$ cat src/rtl/pdu_dump.sv
// pdu_dump: debug-side master for the pipelined CPU debug port. It steps or runs
// the CPU by gating its clock enable, and sweeps the register-file and
// data-memory debug read ports. Results stream out as 32-bit words.
// Latency: first result word 2 cycles after the command is accepted. A dump then
// waits 2 cycles after each handshake for the next word.
// Backpressure: out_valid/out_data/out_last are held until out_ready at an edge.
// No new command is accepted while busy.
// Ports: clk, rstn (sync, active-low); cmd_valid/cmd_ready/cmd_op/cmd_addr/cmd_len
// carry the command. cpu_clk_en and cpu_pc connect to the CPU core. rra0/rrd0 form
// the register read port and dra0/drd0 the memory read port.
// out_valid/out_ready/out_data/out_last carry the result stream. busy is high
// whenever the block is not idle.
// Option: define PDU_DUMP_CHECKSUM_EN to append an XOR checksum word to each dump.
module pdu_dump #(
  parameter int NREG      = 32,
  parameter int RUN_LIMIT = 65535
) (
  input  logic        clk,
  input  logic        rstn,
  input  logic        cmd_valid,
  output logic        cmd_ready,
  input  logic [1:0]  cmd_op,
  input  logic [31:0] cmd_addr,
  input  logic [7:0]  cmd_len,
  output logic        cpu_clk_en,
  input  logic [31:0] cpu_pc,
  output logic [5:0]  rra0,
  input  logic [31:0] rrd0,
  output logic [31:0] dra0,
  input  logic [31:0] drd0,
  output logic        out_valid,
  input  logic        out_ready,
  output logic [31:0] out_data,
  output logic        out_last,
  output logic        busy
);

  typedef enum logic [2:0] {IDLE, STEP, RD, CAPT, SEND, RUN} state_t;

  localparam logic [1:0]  OP_STEP  = 2'b00;
  localparam logic [1:0]  OP_REG   = 2'b01;
  localparam logic [1:0]  OP_MEM   = 2'b10;
  localparam logic [1:0]  OP_RUN   = 2'b11;
  localparam logic [7:0]  REG_LAST = 8'(NREG - 1);
  localparam logic [15:0] LIMIT    = 16'(RUN_LIMIT);

  state_t      state;
  logic [1:0]  op;
  logic [31:0] base;      // memory start index, or breakpoint PC for a run
  logic [7:0]  idx;
  logic [7:0]  last_idx;  // index of the final data word of a dump
  logic [15:0] count;
  logic        timeout;
  logic        tail;      // next capture is the trailing word (run status / checksum)
`ifdef PDU_DUMP_CHECKSUM_EN
  logic [31:0] ck;
`endif

  logic [7:0]  idx_nx;
  logic [31:0] dump_word;
  logic        run_pulse;

  assign idx_nx    = idx + 8'd1;
  assign dump_word = (op == OP_REG) ? rrd0 : drd0;

  // The run pulse is decided from the live PC. The CPU moves its PC on the same
  // edge that samples the enable, so a registered pulse would be one step stale
  // and overshoot the breakpoint. Gating with rstn means no pulse is issued in
  // the cycle in which a reset is being applied.
  assign run_pulse  = (state == RUN) && (cpu_pc != base) && (count != LIMIT);
  assign cpu_clk_en = rstn && ((state == STEP) || run_pulse);

  assign cmd_ready = (state == IDLE);
  assign busy      = (state != IDLE);

  always_ff @(posedge clk) begin
    if (!rstn) begin
      state     <= IDLE;
      op        <= OP_STEP;
      base      <= '0;
      idx       <= '0;
      last_idx  <= '0;
      count     <= '0;
      timeout   <= 1'b0;
      tail      <= 1'b0;
      out_valid <= 1'b0;
      out_last  <= 1'b0;
      out_data  <= '0;
      rra0      <= '0;
      dra0      <= '0;
`ifdef PDU_DUMP_CHECKSUM_EN
      ck        <= '0;
`endif
    end else begin
      case (state)
        IDLE: begin
          if (cmd_valid) begin
            op       <= cmd_op;
            base     <= cmd_addr;
            idx      <= '0;
            count    <= '0;
            timeout  <= 1'b0;
            tail     <= 1'b0;
            // cmd_len of 0 wraps to 255, giving a 256-word dump
            last_idx <= (cmd_op == OP_REG) ? REG_LAST : (cmd_len - 8'd1);
`ifdef PDU_DUMP_CHECKSUM_EN
            ck       <= '0;
`endif
            case (cmd_op)
              OP_STEP: state <= STEP;
              OP_REG: begin
                rra0  <= '0;
                state <= RD;
              end
              OP_MEM: begin
                dra0  <= cmd_addr;
                state <= RD;
              end
              default: state <= RUN;
            endcase
          end
        end

        STEP: state <= CAPT;

        RD: state <= CAPT;   // lets the debug read port settle on the new address

        RUN: begin
          if (cpu_pc == base) begin
            state <= CAPT;
          end else if (count == LIMIT) begin
            timeout <= 1'b1;
            state   <= CAPT;
          end else begin
            count <= count + 16'd1;
          end
        end

        CAPT: begin
          out_valid <= 1'b1;
          state     <= SEND;
          if (op == OP_STEP) begin
            out_data <= cpu_pc;
            out_last <= 1'b1;
          end else if (op == OP_RUN) begin
            if (tail) begin
              out_data <= {timeout, 15'b0, count};
              out_last <= 1'b1;
            end else begin
              out_data <= cpu_pc;
              out_last <= 1'b0;
            end
          end else begin
`ifdef PDU_DUMP_CHECKSUM_EN
            if (tail) begin
              out_data <= ck;
              out_last <= 1'b1;
            end else begin
              out_data <= dump_word;
              ck       <= ck ^ dump_word;
              out_last <= 1'b0;
            end
`else
            out_data <= dump_word;
            out_last <= (idx == last_idx);
`endif
          end
        end

        SEND: begin
          if (out_ready) begin
            out_valid <= 1'b0;
            out_last  <= 1'b0;
            if (out_last) begin
              state <= IDLE;
            end else if (op == OP_RUN || idx == last_idx) begin
              // run status word, or the checksum after the final data word
              tail  <= 1'b1;
              state <= CAPT;
            end else begin
              idx <= idx_nx;
              if (op == OP_REG) rra0 <= idx_nx[5:0];
              else              dra0 <= base + {24'b0, idx_nx};
              state <= RD;
            end
          end
        end

        default: state <= IDLE;
      endcase
    end
  end

endmodule

$ cat config.mk
export PLATFORM = sky130hd
export DESIGN_NAME = pdu_dump
export DESIGN_NICKNAME = d
export VERILOG_FILES = /design/src/rtl/pdu_dump.sv
export SDC_FILE = /design/constraint.sdc
export NUM_CORES = 1
export LEC_CHECK = 0
export ABC_AREA = 1
export CORE_ASPECT_RATIO = 1.4
export CORE_MARGIN = 5
export CORE_UTILIZATION = 47
export DETAILED_ROUTE_END_ITERATION = 8
export GPL_TIMING_DRIVEN = 1
export PLACE_DENSITY = 0.75
export SYNTH_ARGS = -nofsm -noshare
export SYNTH_HDL_FRONTEND = slang
export SYNTH_SLANG_ARGS = --single-unit
$ cat constraint.sdc
create_clock -name clk -period 3.5 [get_ports clk]
set_clock_uncertainty 0.1 [all_clocks]
set_input_delay 0.35 -clock clk [delete_from_list [all_inputs] [get_ports clk]]
set_output_delay 0.35 -clock clk [all_outputs]
set_load 0.05 [all_outputs]
== Yosys cells after proc, flatten, opt, wreduce, memory -nomap -nowiden ==
Index checks and enable logic that the tools add are counted.
Operators by class
  reduce and logical (&&, ||, !) cells: 23
  add/sub/neg operators: 4
  equal/unequal tests: 27
  multiplexer cells: 50
Operators by type and width (number)
  two-way mux 32 bit: 10
  one-hot mux 32 bit (2 select lines): 1
  two-way mux 16 bit: 3
  two-way mux 8 bit: 5
  two-way mux 6 bit: 6
  adder 32 x 8 -> 32 bit: 1
  == test 32 bit: 1
  != test 32 bit: 1
  one-hot mux 16 bit (2 select lines): 1
  != test 2 bit (second input constant): 9
  adder 16 x 1 -> 16 bit (second input constant): 1
  == test 16 bit (second input constant): 1
  != test 16 bit (second input constant): 1
  one-hot mux 8 bit (2 select lines): 1
  one-hot mux 3 bit (5 select lines): 1
  AND reduction 7 bit: 2
  two-way mux 3 bit: 4
  one-hot mux 6 bit (2 select lines): 1
  two-way mux 1 bit: 11
  AND reduction 5 bit: 2
  adder 8 x 1 -> 8 bit (second input constant): 1
  == test 8 bit: 1
  one-hot mux 1 bit (2 select lines): 4
  AND reduction 4 bit: 2
  other kinds (19): 33
Word-level totals
  input bits: 142
  register bits: 143
  logic and storage cells: 117

== Depth between registers and ports, before layout ==
Gate-level depths: netlist (run 1).
  depth in word-level cells: 7
  depth in mapped cells: 20

== Worst setup path before layout (run 1) ==
No wires, ideal clock.
  kind: register to register
  from: reg idx[0]
  to: reg dra0[23]
  stages on the path, launching flop included: 20
  buffers on the path: 0
  arrival time: 2186 ps
  path slack: 1102 ps
  data required time: 3288 ps
  library setup time: 112 ps
  cell sequence: dfxtp_1 -> inv_1 -> nor3_1 -> nand2_1 -> o21ai_0 -> nand2_1 -> inv_1 -> ha_1 -> nand2_1 -> inv_1 -> a21oi_1 -> nand2_1 -> nand2_1 -> nand2_1 -> nand2_1 -> nand2_1 -> nand2_1 -> nor2_1 -> nor2_1 -> nor2_1
Between the ends
  word-level cells in the longest chain between the ends: 7
  elaborated cells on any way between the ends: 11
  those cells by class: add/sub: 2; eq/ne: 2; mux: 5; reduce/logical: 2
RTL lines
  from (decl): RTL line 50  | logic [7:0] idx;
  from (signal assigned): RTL line 181  | idx <= idx_nx;
  adder 8 x 1 -> 8 bit: RTL line 63  | assign idx_nx = idx + 8'd1;
  adder 32 x 8 -> 32 bit: RTL line 183  | else dra0 <= base + {24'b0, idx_nx};
  two-way mux 32 bit: RTL line 182  | if (op == OP_REG) rra0 <= idx_nx[5:0];
  two-way mux 32 bit: RTL line 176  | end else if (op == OP_RUN || idx == last_idx) begin
  two-way mux 32 bit: RTL line 174  | if (out_last) begin
  two-way mux 32 bit: RTL line 171  | if (out_ready) begin
  one-hot mux 32 bit (2 select lines): RTL line 95  | case (state)
  to (signal assigned): RTL line 116  | dra0 <= cmd_addr;
  to (signal assigned): RTL line 183
  to (decl): RTL line 29  | output logic [31:0] dra0,
Parallel ways exist; a longest one is shown, timed or not. The select of a mux whose other input is x is not followed.
A chain may end at the register's enable or synchronous reset.

== Final worst setup path (run 1) ==
  from: reg count[0]
  to: out cpu_clk_en
Between the ends
  word-level cells in the longest chain between the ends: 4
RTL lines
  from (decl): RTL line 52  | logic [15:0] count;
  from (signal assigned): RTL line 135  | count <= count + 16'd1;
  != test 16 bit: RTL line 70  | assign run_pulse = (state == RUN) && (cpu_pc != base) && (count != LIMIT);
  logical AND 1 bit: RTL line 70
  logical OR 1 bit: RTL line 71  | assign cpu_clk_en = rstn && ((state == STEP) || run_pulse);
  logical AND 1 bit: RTL line 71
  to (decl): RTL line 25  | output logic cpu_clk_en,
No other way between the ends.

==> results.toml, run 1 <==
[setup_path]
start_kind = "flip-flop"
arrival_ns = 2.84
required_ns = 3.05
critPathKind = "flip-flop to primary output"
critPathMaxFanout = 6
crit_path_end_kind = "primary output"

[timing]
fin_crit_sh_pct = 94.0
slew_viol_final = 0
tightest_slew_ns = 0.984
fin_crit_ns = 3.29
clock.fmax_ghz = 0.304
setup_viol = 0
fin_setup_tns_ns = 0
final-hold-violation-count = 0
slew_headroom_pct = 34.4
rsz0062_at_grt = "no"
finalHoldWorstSlack_ns = 0.365

[synth]
synth.area.top_cells = "dfxtp_1, nand2_1, nor2_1, inv_1, o21ai_0"
synth.distinct_cells = 45
synth_warnings = 0
synth_area_sq_um = 8900
synth_async_sr_flop_share_pct = 0
synth_top_area_share_pct = 32.2
synthFlopType = "dfxtp_1"
avgSynthCellArea_sq_um = 6.28
synth_top_area_cell = "dfxtp_1"
syn_nets = 1575
ys_seq_elements = 143
synth_cells = 1417
ys_seq_area_share_pct = 32.2
synth-edff-count = 0

[floorplanning]
die_w_um = 126
die_y_um = 173
core_sq_um = 18600
io_pins = 217
start_util_pct = 47.8
rows = 59
die_area_sq_um = 21800

[global_route]
antenna_found_initial = 2
grt_max_degree = 104
track_usage_pct = 28.0
overflow = 0
grt_pass1_vias = 9412
grt_pass1_wl_mm = 49.8

[placed_design]
gp_congestion = 0.968
port_buffers = 216
dpl.hpwl_mm = 23.6

[run]
cap_violations = 0

[cells_and_area]
ff_latch_area_sq_um = 2860
area_delta_synth_final_pct = 32.3
multi_input_area_sq_um = 5070
post-route-util_pct = 63.3
nets = 1759
layout_commonest_cell = "nand2_1"
final_cell_mix = "nand2_1, clkdlybuf4s50_1, nor2_1"
drive_gt1_share_pct = 5.58
nFillCells = 1771

[cts]
cts_tree = "done"
clkTransAtPathRegs_ns = 0.07
cts-hold-fix-buffers = 0
post_cts_buffers = 0
cts_root_buffer = "clkbuf_16"
htreeDepth = 4
clock_latency_ns = 0.44
cts_sinks = 143
cts_buffers = 17
clk_path_buf_depth = 2
ctsResizeCount = 0

[routing]
drc_errors = 0
drt_iter0_drc = 845
vias = 9903
ant_nets = 0
drt_pass1_iterations = 8
drt_wl_total_mm = 30.9
vias_per_cell = 5.33
wire_per_inst_um = 16.6

[pwr]
vdd_drop_max_v = 0.000592
power.density_nw_per_um2 = 700
p_leak_nw = 4.88

[min_path]
min-delay-path-class = "flip-flop to flip-flop"

[status]
status = "complete, no violations"
[metrics by stage]
step	instances	worst slack [ns]	instance area (sq um)	total power [W]
3_3_place_gp	1826	0.533	11200	0.00635
4_1_cts	1858	0.242	11800	0.00824
6_report	1859	0.209	11800	0.00824
2_1_floorplan	1417	1.10	8900	0.00517
5_1_grt	1859	0.0710	11800	0.00876
3_5_place_dp	1826	0.507	11200	0.00638
[worst max-delay path: stages (launching register included)]
cell and delay [ns]:
dfxtp_1 0.47, ha_1 0.26, nand2_1 0.10, nor2_1 0.25, nand2_1 0.13, nor2_1 0.21
nor2_2 0.09, nand2_2 0.11, a21oi_2 0.05, clkdlybuf4s50_1 0.73
[Yosys cell counts, types with 5 or more instances]
| master | number |
|---|---|
| a21oi_1 | 94 |
| a21oi_2 | 5 |
| a41oi_1 | 13 |
| buf_2 | 17 |
| buf_6 | 7 |
| clkbuf_1 | 41 |
| dfxtp_1 | 143 |
| ha_1 | 15 |
| inv_1 | 156 |
| inv_2 | 8 |
| nand2_1 | 394 |
| nand2_2 | 5 |
| nand3_1 | 93 |
| nand4_1 | 30 |
| nor2_1 | 170 |
| nor3_1 | 33 |
| o21ai_0 | 98 |
| o221a_2 | 6 |
| o221ai_1 | 6 |
| o22ai_1 | 6 |
| xnor2_1 | 26 |
| xor2_1 | 13 |
[routing by layer]
layer / share of wire [%] / track usage, % / up-vias
met4: 4.0 / 11.9 / 2
met2: 50 / 48.6 / 404
met1: 39 / 33.5 / 4470
met3: 7.2 / 5.52 / 74
li1: - / - / 4953
met5: 0.042 / 0 / -
[final timing paths]
check        cells after the start                    end             startpoint  slack [ns]
max                              9             cpu_clk_en  count[0]$_SDFFE_PN0P_        0.21
max reg2reg                     15  dra0[20]$_SDFFE_PN0P_    idx[0]$_SDFFE_PN0P_        0.53
min                              2   timeout$_SDFFE_PN0P_   timeout$_SDFFE_PN0P_        0.36
min reg2reg                      2   timeout$_SDFFE_PN0P_   timeout$_SDFFE_PN0P_        0.36
[state kept, by name, summed over array words and instances, names as in the netlist]
signal,cells
base,32
out_valid,1
last_idx,8
dra0,32
count,16
out_last,1
timeout,1
tail,1
op,2
state,3
rra0,6
idx,8
out_data,32
[layout make-up]
class | instances | area share [%]
diodes | 1 | 0.0213
clock buffers | 17 | 3.62
clock inverters | 15 | 1.45
inverters | 165 | 5.31
multi-input cells | 1040 | 43.1
flip-flops and latches | 143 | 24.3
well taps | 244 | 2.59
repair buffers | 234 | 19.6
[report_power, final]
group          internal (W)  switching, W
registers           0.00202      0.000371
clock network       0.00102      0.000846
logic               0.00132       0.00266
total               0.00436       0.00388
[kinds of logic (layout without fill, tap and decap cells)]
family | count (synthesis) | count (layout) | share of synthesized area [%]
AOI/OAI and AO/OA | 244 | 244 | 15.7
adders and majority gates | 16 | 16 | 2.33
and+or+nand+nor | 741 | 741 | 35.1
DFF | 143 | 143 | 32.2
buffers and inverters | 234 | 431 | 10.8
xor gates and xnor gates | 39 | 39 | 3.84
other | 0 | 1 | 0
No activity file was read; power rests on OpenSTA's default activity.
==> run 2, diff against run 1 <==
REMOVE_ABC_BUFFERS = 1   (was not set)
==> results.toml, run 2 (synthesis results as in run 1) <==
[status]
status = "complete, no violations"

[routing]
drc_errors = 0
wire_per_inst_um = 16.7
vias_per_cell = 5.37
vias = 9959
drt_wl_total_mm = 30.9
drt_pass1_iterations = 6
drt_iter0_drc = 695
ant_nets = 0

[timing]
finalHoldWorstSlack_ns = 0.265
final-hold-violation-count = 0
clock.fmax_ghz = 0.338
slew_viol_final = 0
rsz0062_at_grt = "no"
fin_crit_sh_pct = 84.5
setup_viol = 0
fin_crit_ns = 2.96
fin_setup_tns_ns = 0
tightest_slew_ns = 0.950
slew_headroom_pct = 36.6

[pwr]
power.density_nw_per_um2 = 708
p_leak_nw = 4.87
power.total_w = 0.00833
vdd_drop_max_v = 0.000558

[global_route]
track_usage_pct = 27.8
overflow = 0
grt_max_degree = 86
grt_pass1_wl_mm = 49.3
grt_pass1_vias = 9664
antenna_found_initial = 1

[min_path]
hold_depth = 3
hold_end = "out_data[17]$_SDFFE_PN0P_"
hold_start = "rstn"
min-delay-path-class = "primary input to flip-flop"

[setup_path]
critPathMaxFanout = 7
reg2regPathDepth = 17
ff2ff_setup_slack_ns = 0.54
required_ns = 3.73
start_kind = "flip-flop"
arrival_ns = 3.19
reg2reg_to = "dra0[16]$_SDFFE_PN0P_"
r2r_start = "idx[0]$_SDFFE_PN0P_"
crit_path_end_kind = "flip-flop"
critPathKind = "flip-flop to flip-flop"

[cells_and_area]
top_regs = "base x32, dra0 x32, out_data x32"
layout_commonest_cell = "nand2_1"
drive_gt1_share_pct = 5.46
nets = 1757
final_cell_mix = "nand2_1, clkdlybuf4s50_1, nor2_1"
nFillCells = 1778
area_delta_synth_final_pct = 32.2

[cts]
clock_latency_ns = 0.43
cts_buffers = 17
post_cts_buffers = 0
htreeDepth = 4
cts_sinks = 143
cts_tree = "done"
cts-hold-fix-buffers = 0
clk_path_buf_depth = 2
cts_root_buffer = "clkbuf_16"
ctsResizeCount = 0
clkTransAtPathRegs_ns = 0.07

[placed_design]
port_buffers = 216
dpl.hpwl_mm = 23.1
gp_congestion = 0.972

[run]
cap_violations = 0

[floorplanning]
die_y_um = 173
die_area_sq_um = 21800
rows = 59
io_pins = 217
start_util_pct = 47.8
die_w_um = 126
core_sq_um = 18600
==> run 2: worst max-delay path by stage <==
stage / start / end / cells past startpoint
floorplan: state[0]$_SDFFE_PN0P_ / last_idx[5]$_SDFFE_PN0P_ / 9
global placement: idx[0]$_SDFFE_PN0P_ / dra0[16]$_SDFFE_PN0P_ / 17
detailed placement: idx[0]$_SDFFE_PN0P_ / dra0[16]$_SDFFE_PN0P_ / 17
CTS: idx[0]$_SDFFE_PN0P_ / dra0[16]$_SDFFE_PN0P_ / 17
global route: idx[0]$_SDFFE_PN0P_ / dra0[16]$_SDFFE_PN0P_ / 19
finish: idx[0]$_SDFFE_PN0P_ / dra0[16]$_SDFFE_PN0P_ / 17
==> run 2: report_power, final <==
part	internal [W]	total, W	switching (W)
logic	0.00131	0.00398	0.00267
clock network	0.00116	0.00192	0.000762
registers	0.00202	0.00242	0.000406
==> run 2: routing by layer <==
metal,vias up,GRT usage (%),routed length [um]
met1,4556,32.8,12400
met4,0,14.2,1500
met3,77,5.03,1930
met2,374,47.8,15100
met5,-,0,0
li1,4952,-,-
==> run 2: cell type report <==
type | instances | area [sq um] | share of cell area, %
repair buffers | 232 | 2290 | 19.4
inverters | 165 | 624 | 5.31
well taps | 244 | 305 | 2.59
flip-flops and latches | 143 | 2860 | 24.3
clock inverters | 12 | 159 | 1.35
diodes | 1 | 2.50 | 0.0213
multi-input cells | 1040 | 5070 | 43.1
clock buffers | 19 | 453 | 3.85
==> run 2: worst max-delay path, stage by stage, from the launching register on <==
cell and delay (ns):
dfxtp_1 0.39, inv_1 0.10, nor3_1 0.41, nand4_1 0.16, nand2_1 0.13, inv_1 0.05, ha_1 0.34, nand2_1 0.08
nand2_1 0.06, inv_1 0.05, o21ai_0 0.26, nand2_1 0.11, nand2_1 0.22, nand3_1 0.11, nand3_1 0.10, nand2_1 0.05
nor2_1 0.08, nor2_1 0.06
==> run 2: through the flow <==
stage               setup slack [ns]  cells  instance area [sq um]  util [%]
floorplan                       1.07   1348                   8560         -
global placement               0.697   1824                  11200      59.9
detailed placement             0.559   1824                  11200      59.9
CTS                            0.555   1855                  11800      63.2
global route                  0.0342   1856                  11800      63.2
finish                         0.541   1856                  11800      63.2
==> run 3, diff against run 2 <==
clock period = 3.1 ns   (was 3.5 ns; I/O delays follow)
==> results.toml, run 3 (synthesis results as in run 1) <==
[pwr]
p_leak_nw = 4.89
p_int_w = 0.00521
vdd_drop_max_v = 0.000838
power_switching_w = 0.00430
p_clk_share_pct = 23.6
power.density_nw_per_um2 = 803
sequentialPowerShare_pct = 28.5
pwr-share-comb_pct = 47.9
switching_share_pct = 45.2

[setup_path]
reg2regPathDepth = 18
reg2reg_to = "dra0[31]$_SDFFE_PN0P_"
start_kind = "flip-flop"
crit_chain = "ha_1, nand2_1, nor2_1, nand2_1, nor2_1, nor2_2, nand2_2, a21oi_2, buf_12"
cp_num_cells = 9
cp_top_family = "simple AND/OR/NAND/NOR gates"
critPathKind = "flip-flop to primary output"
cp_slowest_cell = "dfxtp_1"
r2r_start = "idx[0]$_SDFFE_PN0P_"
cp-endpoint = "cpu_clk_en"
worst-path-buf-inv = 1
crit_start = "count[0]$_SDFFE_PN0P_"
required_ns = 2.69
crit_path_max_incr_delay_ns = 0.43
critPathMaxFanout = 10
arrival_ns = 2.37
crit_path_end_kind = "primary output"
ff2ff_setup_slack_ns = 0.33

[cells_and_area]
diodes = 0
post-route-util_pct = 63.6
nets = 1761
drive_gt1_share_pct = 5.75
nFillCells = 1792
top_regs = "base x32, dra0 x32, out_data x32"
area_delta_synth_final_pct = 33.1
layout_commonest_cell = "nand2_1"
final_cell_mix = "nand2_1, clkdlybuf4s50_1, nor2_1"

[global_route]
antenna_found_initial = 0
overflow = 0
track_usage_pct = 27.4
grt_max_degree = 51
grt_pass1_wl_mm = 48.7
grt_pass1_vias = 9485

[timing]
tightest_slew_ns = 0.925
fin_crit_sh_pct = 89.8
setup_viol = 0
fin_crit_ns = 2.78
slew_viol_final = 0
fin_setup_tns_ns = 0
clock.fmax_ghz = 0.359
rsz0062_at_grt = "no"
final-hold-violation-count = 0
slew_headroom_pct = 38.3

[cts]
cts_root_buffer = "clkbuf_16"
htreeDepth = 4
clock_latency_ns = 0.43
cts_sinks = 143
clk_path_buf_depth = 2
cts-hold-fix-buffers = 0
clkTransAtPathRegs_ns = 0.06
cts_tree = "done"
post_cts_buffers = 0
ctsResizeCount = 0
cts_buffers = 17

[routing]
vias = 9901
ant_nets = 0
wire_per_inst_um = 16.5
drt_wl_total_mm = 30.7
vias_per_cell = 5.32
drt_iter0_drc = 706
drc_errors = 0
drt_pass1_iterations = 5

[floorplanning]
die_area_sq_um = 21800
start_util_pct = 47.8
die_y_um = 173
die_w_um = 126
io_pins = 217
rows = 59
core_sq_um = 18600

[run]
cap_violations = 0

[placed_design]
gp_congestion = 0.955
dpl.hpwl_mm = 23.1
port_buffers = 216

[status]
status = "complete, no violations"

[min_path]
min-delay-path-class = "primary input to flip-flop"
## run 3: cell count changes in the layout (fill, tap and decap cells not counted), moves of 2 or more
cell / change
buf_4: +3
clkbuf_1: +3
clkinv_4: -2
inv_6: -2
nand2_1: -2
nand2_2: +2
## run 3: through the flow
stage,setup WS [ns],area (sq um),power (W),std cells,hold WS [ns]
5_1_grt,0.000947,11800,0.0101,1860,0.262
6_report,0.316,11800,0.00950,1860,0.257
4_1_cts,0.226,11800,0.00951,1860,0.246
3_3_place_gp,0.331,11200,0.00723,1828,0.345
3_5_place_dp,0.264,11200,0.00728,1828,0.351
2_1_floorplan,0.671,8560,0.00559,1348,0.322
## run 3: worst reg2reg max path, cell delays in order (launching register included)
cell     delay (ns)
dfxtp_1        0.39
ha_1           0.20
nand2_1        0.07
inv_1          0.08
nand3_1        0.09
nor2_1         0.14
xor2_1         0.23
ha_1           0.32
nand2_1        0.14
inv_1          0.05
a21oi_1        0.13
nand2_1        0.12
nand2_1        0.12
nand2_1        0.13
nand2_1        0.09
nand2_1        0.05
a21oi_1        0.14
nor2_1         0.06
nor2_1         0.08
## run 3: area by class of cell
class,instances,area [sq um],share of cell area (%)
Multi-Input combinational cell,1040,5080,42.9
Sequential cell,143,2860,24.2
Timing Repair Buffer,236,2330,19.7
Inverter,165,624,5.27
Clock buffer,23,478,4.04
Tap cell,244,305,2.58
Clock inverter,9,156,1.32
## run 3: how the worst min path moves through the flow
stage                    startpoint  cells after the start                  endpoint
2_1_floorplan            cmd_len[0]                      1  last_idx[0]$_SDFFE_PN0P_
6_report                       rstn                      3     count[0]$_SDFFE_PN0P_
3_3_place_gp   timeout$_SDFFE_PN0P_                      2      timeout$_SDFFE_PN0P_
4_1_cts                        rstn                      3     count[0]$_SDFFE_PN0P_
5_1_grt                        rstn                      3     count[0]$_SDFFE_PN0P_
3_5_place_dp   timeout$_SDFFE_PN0P_                      2      timeout$_SDFFE_PN0P_
## run 3: power by group through the flow
stage | registers [W] | clock network, W | logic [W]
final | 0.00271 | 0.00225 | 0.00455
after global routing | 0.00275 | 0.00233 | 0.00497
after CTS | 0.00270 | 0.00225 | 0.00456
after detailed placement | 0.00274 | 0 | 0.00454
after global placement | 0.00273 | 0 | 0.00450
after floorplan | 0.00339 | 0 | 0.00220
## run 3: per-layer routing
metal / vias up / share of wire (%) / track usage, %
met5: - / 0 / 0
met1: 4484 / 41 / 32.8
met3: 84 / 5.6 / 4.38
met2: 373 / 49 / 47.6
li1: 4960 / - / -
met4: 0 / 4.6 / 13.1
